[src/rtl/uart_bridge_pkg.sv]
// Shared definitions for the UART register bridge.
//   state_t : bridge FSM states
//   CMD_WR / CMD_RD : command opcodes carried in the first byte of a frame
//   ACK / NAK       : response bytes returned to the host
package uart_bridge_pkg;

  typedef enum logic [2:0] {
    ST_CMD_RD,
    ST_CMD_LAT,
    ST_ADDR_RD,
    ST_ADDR_LAT,
    ST_DATA_RD,
    ST_DATA_LAT,
    ST_RESP
  } state_t;

  localparam logic [7:0] CMD_WR = 8'hA5;
  localparam logic [7:0] CMD_RD = 8'h5A;
  localparam logic [7:0] ACK    = 8'h06;
  localparam logic [7:0] NAK    = 8'h15;

endpackage

[src/rtl/uart_bridge_regfile.sv]
// NREG x DBIT register file for the UART register bridge.
//   clk   : clock, writes on rising edge
//   rst   : asynchronous active-high clear of every register
//   we    : write enable
//   waddr : write address
//   wdata : write data
//   raddr : combinational read address
//   rdata : combinational read data
//   reg0  : continuous copy of register 0
module uart_bridge_regfile
  import uart_bridge_pkg::*;
#(
  parameter int DBIT = 8,
  parameter int NREG = 8,
  parameter int AW   = 3
) (
  input  logic            clk,
  input  logic            rst,
  input  logic            we,
  input  logic [AW-1:0]   waddr,
  input  logic [DBIT-1:0] wdata,
  input  logic [AW-1:0]   raddr,
  output logic [DBIT-1:0] rdata,
  output logic [DBIT-1:0] reg0
);

  logic [DBIT-1:0] mem [NREG];

  always_ff @(posedge clk or posedge rst) begin
    if (rst) begin
      for (int i = 0; i < NREG; i++) mem[i] <= '0;
    end else if (we) begin
      mem[waddr] <= wdata;
    end
  end

  assign rdata = mem[raddr];
  assign reg0  = mem[0];

endmodule

[src/rtl/uart_reg_bridge.sv]
// UART-to-register bridge. Parses host frames from a UART receive FIFO
// (write: A5 ADDR DATA, read: 5A ADDR) and answers each frame with a
// single byte (ACK, register contents or NAK) through the transmit FIFO.
//   clk      : clock
//   rst      : asynchronous active-high reset
//   rx_empty : receive FIFO empty flag
//   r_data   : receive FIFO data, valid the cycle after rd_uart
//   rd_uart  : receive FIFO pop strobe
//   tx_full  : transmit FIFO full flag
//   wr_uart  : transmit FIFO push strobe
//   w_data   : transmit FIFO write data
//   reg0_out : continuous copy of register 0
//   err_cnt  : saturating count of NAKs and inter-byte timeouts
module uart_reg_bridge
  import uart_bridge_pkg::*;
#(
  parameter int DBIT    = 8,
  parameter int NREG    = 8,
  parameter int TIMEOUT = 1000
) (
  input  logic            clk,
  input  logic            rst,
  input  logic            rx_empty,
  input  logic [DBIT-1:0] r_data,
  output logic            rd_uart,
  input  logic            tx_full,
  output logic            wr_uart,
  output logic [DBIT-1:0] w_data,
  output logic [DBIT-1:0] reg0_out,
  output logic [7:0]      err_cnt
);

  localparam int AW = (NREG > 1) ? $clog2(NREG) : 1;
  localparam int TW = $clog2(TIMEOUT + 1);

  function automatic logic [7:0] sat_inc8(input logic [7:0] v);
    return (v == 8'hFF) ? v : v + 8'd1;
  endfunction

  state_t          state, state_nxt;
  logic [DBIT-1:0] resp, resp_nxt;
  logic            resp_ld;
  logic            cmd_wr;
  logic            cmd_wr_ld;
  logic [AW-1:0]   addr;
  logic            addr_ld;
  logic [TW-1:0]   tmo_cnt;
  logic            tmo_clr;
  logic            tmo_inc;
  logic            tmo_hit;
  logic            err_inc;
  logic            reg_we;
  logic            rd_c;
  logic            wr_c;
  logic            addr_ok;
  logic [AW-1:0]   addr_in;
  logic [DBIT-1:0] reg_rdata;

  assign addr_in = r_data[AW-1:0];
  assign addr_ok = (int'(r_data) < NREG);
  assign tmo_hit = (tmo_cnt >= TW'(TIMEOUT - 1));

  uart_bridge_regfile #(
    .DBIT (DBIT),
    .NREG (NREG),
    .AW   (AW)
  ) u_regfile (
    .clk   (clk),
    .rst   (rst),
    .we    (reg_we),
    .waddr (addr),
    .wdata (r_data),
    .raddr (addr_in),
    .rdata (reg_rdata),
    .reg0  (reg0_out)
  );

  always_ff @(posedge clk or posedge rst) begin
    if (rst) state <= ST_CMD_RD;
    else     state <= state_nxt;
  end

  always_comb begin
    state_nxt = state;
    rd_c      = 1'b0;
    wr_c      = 1'b0;
    resp_ld   = 1'b0;
    resp_nxt  = resp;
    cmd_wr_ld = 1'b0;
    addr_ld   = 1'b0;
    tmo_clr   = 1'b0;
    tmo_inc   = 1'b0;
    err_inc   = 1'b0;
    reg_we    = 1'b0;
    case (state)
      ST_CMD_RD: begin
        if (!rx_empty) begin
          rd_c      = 1'b1;
          state_nxt = ST_CMD_LAT;
        end
      end
      ST_CMD_LAT: begin
        if (r_data == CMD_WR || r_data == CMD_RD) begin
          cmd_wr_ld = 1'b1;
          tmo_clr   = 1'b1;
          state_nxt = ST_ADDR_RD;
        end else begin
          resp_ld   = 1'b1;
          resp_nxt  = NAK;
          err_inc   = 1'b1;
          state_nxt = ST_RESP;
        end
      end
      ST_ADDR_RD: begin
        // A waiting byte always wins over a timeout in the same cycle.
        if (!rx_empty) begin
          rd_c      = 1'b1;
          state_nxt = ST_ADDR_LAT;
        end else if (tmo_hit) begin
          err_inc   = 1'b1;
          state_nxt = ST_CMD_RD;
        end else begin
          tmo_inc   = 1'b1;
        end
      end
      ST_ADDR_LAT: begin
        if (!addr_ok) begin
          resp_ld   = 1'b1;
          resp_nxt  = NAK;
          err_inc   = 1'b1;
          state_nxt = ST_RESP;
        end else if (cmd_wr) begin
          addr_ld   = 1'b1;
          tmo_clr   = 1'b1;
          state_nxt = ST_DATA_RD;
        end else begin
          resp_ld   = 1'b1;
          resp_nxt  = reg_rdata;
          state_nxt = ST_RESP;
        end
      end
      ST_DATA_RD: begin
        if (!rx_empty) begin
          rd_c      = 1'b1;
          state_nxt = ST_DATA_LAT;
        end else if (tmo_hit) begin
          err_inc   = 1'b1;
          state_nxt = ST_CMD_RD;
        end else begin
          tmo_inc   = 1'b1;
        end
      end
      ST_DATA_LAT: begin
        reg_we    = 1'b1;
        resp_ld   = 1'b1;
        resp_nxt  = ACK;
        state_nxt = ST_RESP;
      end
      ST_RESP: begin
        if (!tx_full) begin
          wr_c      = 1'b1;
          state_nxt = ST_CMD_RD;
        end
      end
      default: state_nxt = ST_CMD_RD;
    endcase
  end

  always_ff @(posedge clk or posedge rst) begin
    if (rst) begin
      resp    <= '0;
      cmd_wr  <= 1'b0;
      addr    <= '0;
      tmo_cnt <= '0;
      err_cnt <= '0;
    end else begin
      if (resp_ld)   resp   <= resp_nxt;
      if (cmd_wr_ld) cmd_wr <= (r_data == CMD_WR);
      if (addr_ld)   addr   <= addr_in;
      if (tmo_clr)      tmo_cnt <= '0;
      else if (tmo_inc) tmo_cnt <= tmo_cnt + TW'(1);
      if (err_inc)   err_cnt <= sat_inc8(err_cnt);
    end
  end

  // Strobes are forced low while reset is asserted.
  assign rd_uart = rd_c & ~rst;
  assign wr_uart = wr_c & ~rst;
  assign w_data  = resp;

endmodule

[config.mk]
export PLATFORM = sky130hd
export DESIGN_NAME = uart_reg_bridge
export DESIGN_NICKNAME = d
export VERILOG_FILES = /design/src/rtl/uart_bridge_pkg.sv /design/src/rtl/uart_bridge_regfile.sv /design/src/rtl/uart_reg_bridge.sv
export SDC_FILE = /design/constraint.sdc
export NUM_CORES = 1
export LEC_CHECK = 0
export ABC_AREA = 1
export CAP_MARGIN = 30
export CORE_UTILIZATION = 50
export CTS_CLUSTER_SIZE = 28
export DETAILED_ROUTE_END_ITERATION = 8
export HOLD_SLACK_MARGIN = 0.02
export PLACE_DENSITY = 0.79
export SLEW_MARGIN = 30
export SYNTH_ARGS = -nofsm -noshare
export SYNTH_HDL_FRONTEND = slang
export SYNTH_SLANG_ARGS = --single-unit
[constraint.sdc]
create_clock -name clk -period 3.8 [get_ports clk]
set_input_delay 0.38 -clock clk [delete_from_list [all_inputs] [get_ports clk]]
set_output_delay 0.38 -clock clk [all_outputs]
set_load 0.005 [all_outputs]
Word level (Yosys, flattened, before mapping)
Index checks and enable logic that the tools add are counted.
{ "op_classes": {"n_addsub": 2, "mul": 0, "n_div": 0, "order_cmp": 5, "n_eq_ne": 13, "shifts": 0, "muxes": 43, "bitwise_logic": 6, "reduce_logical": 10} }
{ "ops": {"columns": ["cell", "n"], "rows": [
  ["64-bit bitwise mux", 1],
  ["8-bit two-way mux", 6],
  ["8-bit binary-select mux with 3-bit select", 1],
  ["8-bit demux with 3-bit select", 1],
  ["8-bit case mux with 3 select lines", 1],
  ["3-bit case mux with 7 select lines", 1],
  ["10-bit two-way mux", 2],
  ["1-bit two-way mux", 19],
  ["3-bit two-way mux", 6],
  ["8-bit equality test (second input constant)", 2],
  ["10-bit by 1-bit adder with 10-bit output (second input constant)", 1],
  ["10-bit greater-or-equal comparator (second input constant)", 1],
  ["3-bit equality test (second input constant)", 3],
  ["8-bit by 1-bit adder with 8-bit output (second input constant)", 1],
  ["8-bit by 7-bit equality test with 1-bit output (second input constant)", 1],
  ["4-bit greater-or-equal comparator (second input constant)", 2],
  ["8-bit by 4-bit less-than comparator with 1-bit output (second input constant)", 1],
  ["3-bit inverter with 4-bit output", 2],
  ["3-bit by 2-bit equality test with 1-bit output (second input constant)", 2],
  ["2-bit inequality test (second input constant)", 3],
  ["1-bit case mux with 3 select lines", 2],
  ["4-bit by 1-bit less-than comparator with 1-bit output (second input constant)", 1],
  ["2-bit two-way mux", 2],
  ["2-bit AND reduction", 2],
  ["13 further kinds", 15]
]} }
{ "word_totals": {"register_bits": 97, "latchBits": 0, "ramBits": 0, "romBits": 0, "inputBits": 12, "output_inout_bits": 26, "elab_cells": 93, "n_memories": 0} }

Depth between registers and ports, before layout
Gate-level depths: netlist of the first run.
{ "depth": {"word_depth": 7, "ltp_mapped": 11, "ltp_nobuf": 10} }

By module
From an unflattened synthesis of the first run, not the netlist that was laid out.
{ "unflattened": {"hier_cells": 716, "hier_area_um2": 5221.3} }
{ "by_module_without_submodules": {"columns": ["module", "n_inst", "cells_each", "area_each_um2", "seq_area_each_um2"], "rows": [
  ["uart_bridge_regfile", 1, 448, 3254.4, 1601.5],
  ["uart_reg_bridge", 1, 268, 1966.9, 825.8]
]} }

Worst setup path after synthesis of the first run
OpenSTA, ideal clock, no wires.
{ "synth_path": {"path_kind": "reg2reg", "from": "register tmo_cnt[0]", "to": "register tmo_cnt[2]", "setup_time_ns": 0.071, "t_arrival_ns": 1.453, "required_time_ns": 3.729, "path_slack_ns": 2.276, "stages_incl_launch_ff": 11, "path_buffers": 1, "period_less_slack_ns": 1.524, "path_cell_list": "dfrtp_1 -> ha_1 -> nand2_1 -> nand3_1 -> and2_1 -> nor2_2 -> buf_4 -> nand2_1 -> nand2_1 -> inv_1 -> nor2_1"} }
{ "synth_between": {"elab_chain_len": 5, "word_cells_on_any_way": 8, "cone_classes": "add/sub: 1; order compare: 1; mux: 5; reduce/logical: 1"} }
{ "synth_lines": {"columns": ["item", "line_no", "source"], "rows": [
  ["from (decl)", "uart_reg_bridge.sv:47", "logic [TW-1:0] tmo_cnt;"],
  ["from (signal assigned)", "uart_reg_bridge.sv:181", "else if (tmo_inc) tmo_cnt <= tmo_cnt + TW'(1);"],
  ["10-bit greater-or-equal comparator", "uart_reg_bridge.sv:61", "assign tmo_hit = (tmo_cnt >= TW'(TIMEOUT - 1));"],
  ["1-bit two-way mux", "uart_reg_bridge.sv:119, uart_reg_bridge.sv:146", null],
  ["1-bit two-way mux", "uart_reg_bridge.sv:116", "if (!rx_empty) begin"],
  ["1-bit two-way mux", null, null],
  ["2-bit nonzero test (no source line)", null, null]
]} }
Parallel ways exist; a longest one is shown, timed or not. The select of a mux whose other input is x is not followed.
A chain may end at the register's enable or synchronous reset.

Worst setup path in the final report of the first run
{ "layout_path": {"from": "input r_data[2]", "to": "register err_cnt[3]"} }
{ "layout_between": {"elab_chain_len": 5, "word_cells_on_any_way": 8, "cone_classes": "order compare: 1; eq/ne: 2; mux: 3; reduce/logical: 2"} }
{ "layout_lines": {"columns": ["item", "line_no", "source"], "rows": [
  ["from (decl)", "uart_reg_bridge.sv:24", "input logic [DBIT-1:0] r_data,"],
  ["branches (longest 3 deep; another with 8-bit by 4-bit less-than comparator with 1-bit output)", null, null],
  ["1-bit case mux with 3 select lines (*)", "uart_reg_bridge.sv:95", "case (state)"],
  ["2-bit AND reduction (no source line) (*)", null, null],
  ["to (signal assigned)", "uart_reg_bridge.sv:182", "if (err_inc) err_cnt <= sat_inc8(err_cnt);"],
  ["to (decl)", "uart_reg_bridge.sv:30", "output logic [7:0] err_cnt"]
]} }
Mark *: on every way between the ends.

==> results of run 1 <==
final cells by class:
type | count | share of cell area
inverter | 52 | 0.0347
tap | 133 | 0.0294
clock buffer | 10 | 0.0226
clock inverter | 6 | 0.0130
timing repair buffer | 41 | 0.0708
multi-input combinational | 462 | 0.400
sequential | 97 | 0.429
power by group:
group          switching, mW  internal, mW  leakage, nW  total, mW
sequential             0.126          1.15        0.998       1.28
combinational          0.434         0.276         1.59      0.711
clock                  0.385         0.314       0.0954      0.699
total                  0.945          1.74         2.69       2.69
worst max-delay path, stage by stage:
cell and delay, ns:
clkdlybuf4s50_1 0.87, inv_1 0.40, nand2_1 0.18, nor2_1 0.06
nand2_1 0.13, nand3_4 0.16, nand3_4 0.18, nand2_4 0.10
nand2_1 0.09, nand2_1 0.06
state kept, by name, indices dropped and copies added, names as in the netlist:
register / flops
u_regfile.mem: 56
tmo_cnt: 10
err_cnt: 8
u_regfile.reg0: 8
w_data: 8
addr: 3
state: 3
cmd_wr: 1
worst max path at each step:
| stage | from | to | slack [ns] | cells after the start |
|---|---|---|---|---|
| after floorplan | rst | addr[0]$_DFFE_PP0P_ | 0.89 | 1 |
| after global placement | r_data[2] | err_cnt[0]$_DFFE_PP0P_ | 1.15 | 10 |
| after detailed placement | r_data[2] | err_cnt[3]$_DFFE_PP0P_ | 1.11 | 10 |
| after CTS | r_data[2] | err_cnt[3]$_DFFE_PP0P_ | 1.47 | 10 |
| after global routing | r_data[2] | err_cnt[3]$_DFFE_PP0P_ | 1.24 | 10 |
| final | r_data[2] | err_cnt[3]$_DFFE_PP0P_ | 1.44 | 10 |
logic make-up (layout without fill, tap and decap cells):
logic type | after synthesis | in the layout
simple gates | 354 | 354
flops | 97 | 97
compound gates | 95 | 95
buf+inv | 84 | 109
xor+xnor | 11 | 11
fa+ha+maj | 2 | 2
per-layer routing:
metal  up-vias  wire [microns]
li1       2121               -
met1      2058            5180
met2       116            5760
met3        21             574
met4         0             274
met5         -               0
Yosys cell counts (3+ instances only):
library cell,n
xor2_1,6
inv_1,42
o211ai_1,4
nand2_1,183
buf_4,14
nand3_1,66
nand3_4,3
clkbuf_1,8
o21ai_0,42
nor2_1,57
buf_2,9
a21oi_1,40
o21ai_1,4
nand2_2,4
nor3_1,3
inv_2,9
nor2_4,10
xnor2_1,5
nand4_1,14
nand3b_1,6
dfrtp_1,97
stage by stage:
stage	utilization	total power, mW	cells	hold WS [ns]	worst slack, ns
floorplan	-	1.78	643	0.448	0.886
global placement	0.556	1.96	785	0.463	1.15
detailed placement	0.556	2.00	785	0.471	1.11
CTS	0.576	2.69	801	0.465	1.47
global route	0.576	2.84	801	0.524	1.24
finish	0.576	2.69	801	0.452	1.44
==> results.toml, run 1 <==
[route]
drc_errors = 0
dr.pass1.iters = 7
viasPerCell = 5.39
wl_per_cell_microns = 14.7
ant_nets = 0
wl_mm = 11.8
vias = 4316
drt-initial-drc-count = 290

[critical_path]
worst_setup_path_start_kind = "input pin"
r2r_end = "tmo_cnt[5]$_DFFE_PP0P_"
reg2regPathDepth = 8
required_ns = 4.06
path_class = "input pin to flip-flop"
worstReg2RegStart = "tmo_cnt[0]$_DFFE_PP0P_"
worstSetupEndpointType = "flip-flop"
arrival_ns = 2.61
cp_max_fo = 15
rrSetupSlack_ns = 1.76

[finish]
layout-drive-gt1-share = 0.0808
final_area_sq_um = 5660
synthToLayoutAreaGrowth_pct = 11.5
final_cell_mix = "183 x nand2_1, 97 x dfrtp_1, 66 x nand3_1, 57 x nor2_1, 42 x o21ai_0"
multi_input_area_sq_um = 2270
final_common_cell = "nand2_1"
fin_nets = 677
seqCellArea_sq_um = 2430
fillCellCount = 928
diodes = 0

[outcome]
status = "complete, no violations"

[placed_design]
port-buffer-count = 37
place_hpwl_mm = 8.23
place_area_sq_um = 5460
gp_congestion = 0.862

[clock_network]
cts_sinks = 97
cts_resized = 0
numCtsBuffers = 9
clk_pin_slew_ns = 0.09
cts-root-buf = "clkbuf_8"
cts_tree = "built"
post_cts_buffers = 0
htreeDepth = 3
cts.hold.buffers_added = 0
insertion_delay_ns = 0.37
clockBufferDepth = 2

[grt]
grt_use_total = 0.237
grt_overflow = 0
antenna_found_initial = 0
grt_max_degree = 43
top_usage_layer = "met2"
globalRouteMet1Util = 0.321
met2_usage = 0.381
grtUsageMet3 = 0.0305
grt_pass1_wl_mm = 19.2
first_global_vias = 4020

[synth]
synthAdderAreaFrac = 0.00493
synth_top_family_by_area = "simple AND/OR/NAND/NOR gates"
synthTopCellsByArea = "dfrtp_1 48%, nand2_1 14%, nand3_1 6.5%, nor2_1 4.2%, o21ai_0 4.1%"
synth_compound_area_frac = 0.101
async_flop_share = 1.00
yosysWarnings = 0
synth_edf_count = 0
seq_area_frac_synth = 0.479
synthSimpleGateAreaFrac = 0.322
ys_ff_latch = 97
yosysTopAreaCell = "dfrtp_1"
avgSynthCellArea_sq_um = 7.89
synth_xor_area_frac = 0.0190
yosysTopAreaCellShare = 0.479
syn_nets = 657
netlist_instances = 643
synthFlopType = "dfrtp_1"
syn-cell-area_sq_um = 5070
muxShareOfSynthArea = 0
synthDistinctLibCells = 36

[sta]
finalCritPeriodShare = 0.620
fin_tns_setup_ns = 0
rsz0062_at_grt = "no"
fin_skew_ns = 0.00867
finalSetupViolations = 0
max_freq_mhz = 424
tightestPinTransition_ns = 0.792
slew_violations = 0
layout_min_cycle_time_ns = 2.36
finalHoldViolCount = 0
max_slew_margin = 0.471

[pwr]
power.density_nw_per_um2 = 475
ir_drop_v = 0.000262
leakagePower_nw = 2.69

[floorplan]
ios = 38
rows = 36
start_util = 0.517
core-area_sq_um = 9820
die-area_sq_um = 10600
die_h_microns = 103
die_w_microns = 103

[run]
maxCapViolations = 0

[min_path]
worstHoldPathType = "input pin to asynchronous set/reset pin"
(Power assumes the default switching activity.)
==> run 2, diff against run 1 <==
==> constraint.sdc (replaced) <==
create_clock -name clk -period 2.35 [get_ports clk]
set_input_delay 0.235 -clock clk [delete_from_list [all_inputs] [get_ports clk]]
set_output_delay 0.235 -clock clk [all_outputs]
set_load 0.005 [all_outputs]
==> run 2 against run 1 <==
  * Wire length is 0.17% higher
  * Count of clock-buffer cells in the layout is 1 lower
  * Global-route usage is 0.71 points higher
  * Setup slack worse by 1.1 ns
  * Die area stayed put
  * First-iteration DRC count is 31% higher
  * Sequential power is 61% higher
==> results.toml, run 2 (synthesized netlist as in run 1, its figures left out) <==
[finish]
layout-drive-gt1-share = 0.0919
largest-register = "u_regfile.mem"
diodes = 0
seqCellArea_sq_um = 2430
fillCellCount = 915
largest_reg_flops = 56
synthToLayoutAreaGrowth_pct = 12.8
final_common_cell = "nand2_1"
reg.largest.list = "u_regfile.mem: 56 flops, tmo_cnt: 10 flops"
final_area_sq_um = 5720
multi_input_area_sq_um = 2270
fin_nets = 684
final_cell_mix = "183 x nand2_1, 97 x dfrtp_1, 66 x nand3_1, 57 x nor2_1, 42 x o21ai_0"

[pwr]
fin_total_pwr_mw = 4.27
ir_drop_v = 0.000314
leakagePower_nw = 2.72
power.density_nw_per_um2 = 747

[floorplan]
core-area_sq_um = 9820
die-area_sq_um = 10600
ios = 38
rows = 36
die_w_microns = 103
start_util = 0.517
die_h_microns = 103

[sta]
max_freq_mhz = 492
fin_tns_setup_ns = 0
finalHoldViolCount = 0
rsz0062_at_grt = "no"
setup_ws_ns = 0.316
tightestPinTransition_ns = 0.574
layout_min_cycle_time_ns = 2.03
finalSetupViolations = 0
fin_skew_ns = 0.00921
slew_violations = 0
max_slew_margin = 0.616
finalCritPeriodShare = 0.865

[clock_network]
clockBufferDepth = 2
cts-root-buf = "clkbuf_8"
cts_resized = 0
cts_tree = "built"
post_cts_buffers = 0
cts.hold.buffers_added = 0
htreeDepth = 3
numCtsBuffers = 9
clk_pin_slew_ns = 0.10
insertion_delay_ns = 0.38
cts_sinks = 97

[critical_path]
crit_start = "state[1]$_DFFE_PP0P_"
required_ns = 2.12
worstSetupEndpointType = "output pin"
arrival_ns = 1.80
worst_setup_path_start_kind = "flip-flop"
path_class = "flip-flop to output pin"
worstReg2RegStart = "tmo_cnt[0]$_DFFE_PP0P_"
cp_max_fo = 7
path_cells = "a211o_1 -> nor2_1 -> clkdlybuf4s50_1"
rrSetupSlack_ns = 0.50
cpPeakStageDelay_ns = 0.50
reg2regPathDepth = 10
cp-endpoint = "rd_uart"
crit_slowest_cell = "clkdlybuf4s50_1"
r2r_end = "tmo_cnt[3]$_DFFE_PP0P_"

[route]
vias = 4423
ant_nets = 0
drt-initial-drc-count = 379
viasPerCell = 5.47
drc_errors = 0
dr.pass1.iters = 7
wl_mm = 11.8
wl_per_cell_microns = 14.6

[min_path]
worstHoldPathType = "input pin to asynchronous set/reset pin"

[grt]
grt_use_total = 0.244
grt_overflow = 0
grt_pass1_wl_mm = 19.6
first_global_vias = 4198
antenna_found_initial = 0
grt_max_degree = 98

[placed_design]
port-buffer-count = 37
pre_cts_ws_ns = 0.254
place_area_sq_um = 5540
gp_congestion = 0.872
place_hpwl_mm = 8.21

[outcome]
status = "complete, no violations"

[run]
maxCapViolations = 0
==> run 2: stage by stage <==
stage / hold slack [ns] / std cells / util
after floorplan: 0.356 / 643 / -
final: 0.397 / 808 / 0.583
after CTS: 0.428 / 808 / 0.583
after global routing: 0.460 / 808 / 0.583
after detailed placement: 0.469 / 792 / 0.564
after global placement: 0.462 / 792 / 0.564
==> run 2: metal layers <==
layer  vias up  routed length (microns)  track usage
li1       2128                        -            -
met1      2109                     4960        0.317
met3        28                      787       0.0353
met4         0                      267        0.109
met5         -                        0            0
met2       158                     5790        0.407
==> run 2: final cells by class <==
cell class,instances,area share
repair buffers,48,0.0835
clock buffers,9,0.0216
well taps,133,0.0291
flip-flops and latches,97,0.424
inverters,52,0.0348
clock inverters,7,0.0107
multi-input cells,462,0.396
==> run 2: worst min-delay path by stage <==
stage	startpoint	to	cells after the start
final	rst	u_regfile.mem[24]$_DFFE_PP0P_	3
after global routing	rst	state[2]$_DFFE_PP0P_	3
after global placement	u_regfile.mem[49]$_DFFE_PP0P_	u_regfile.mem[49]$_DFFE_PP0P_	2
after detailed placement	u_regfile.mem[49]$_DFFE_PP0P_	u_regfile.mem[49]$_DFFE_PP0P_	2
after CTS	rst	u_regfile.mem[24]$_DFFE_PP0P_	3
after floorplan	r_data[6]	u_regfile.mem[38]$_DFFE_PP0P_	2
==> run 2: power breakdown <==
| group | leakage, nW | switching (mW) | total (mW) | internal (mW) |
|---|---|---|---|---|
| registers | 0.998 | 0.203 | 2.06 | 1.86 |
| clock network | 0.0884 | 0.637 | 1.04 | 0.403 |
| logic | 1.63 | 0.702 | 1.17 | 0.466 |
==> run 2: worst max-delay path, delay by kind of cell (launching register included) <==
family / cells / cell delay [ns]
AO/OA/AOI/OAI: 1 / 0.34
buffers and inverters: 1 / 0.50
flip-flops: 1 / 0.49
AND/OR/NAND/NOR: 1 / 0.09
==> run 3, diff against run 2 <==
--- a/config.mk
+++ b/config.mk
@@ -12,7 +12,6 @@
 export DETAILED_ROUTE_END_ITERATION = 8
 export HOLD_SLACK_MARGIN = 0.02
 export PLACE_DENSITY = 0.79
-export SLEW_MARGIN = 30
 export SYNTH_ARGS = -nofsm -noshare
 export SYNTH_HDL_FRONTEND = slang
 export SYNTH_SLANG_ARGS = --single-unit
==> results of run 3 <==
The final DEF is identical to that of run 2; final timing and power are the same.
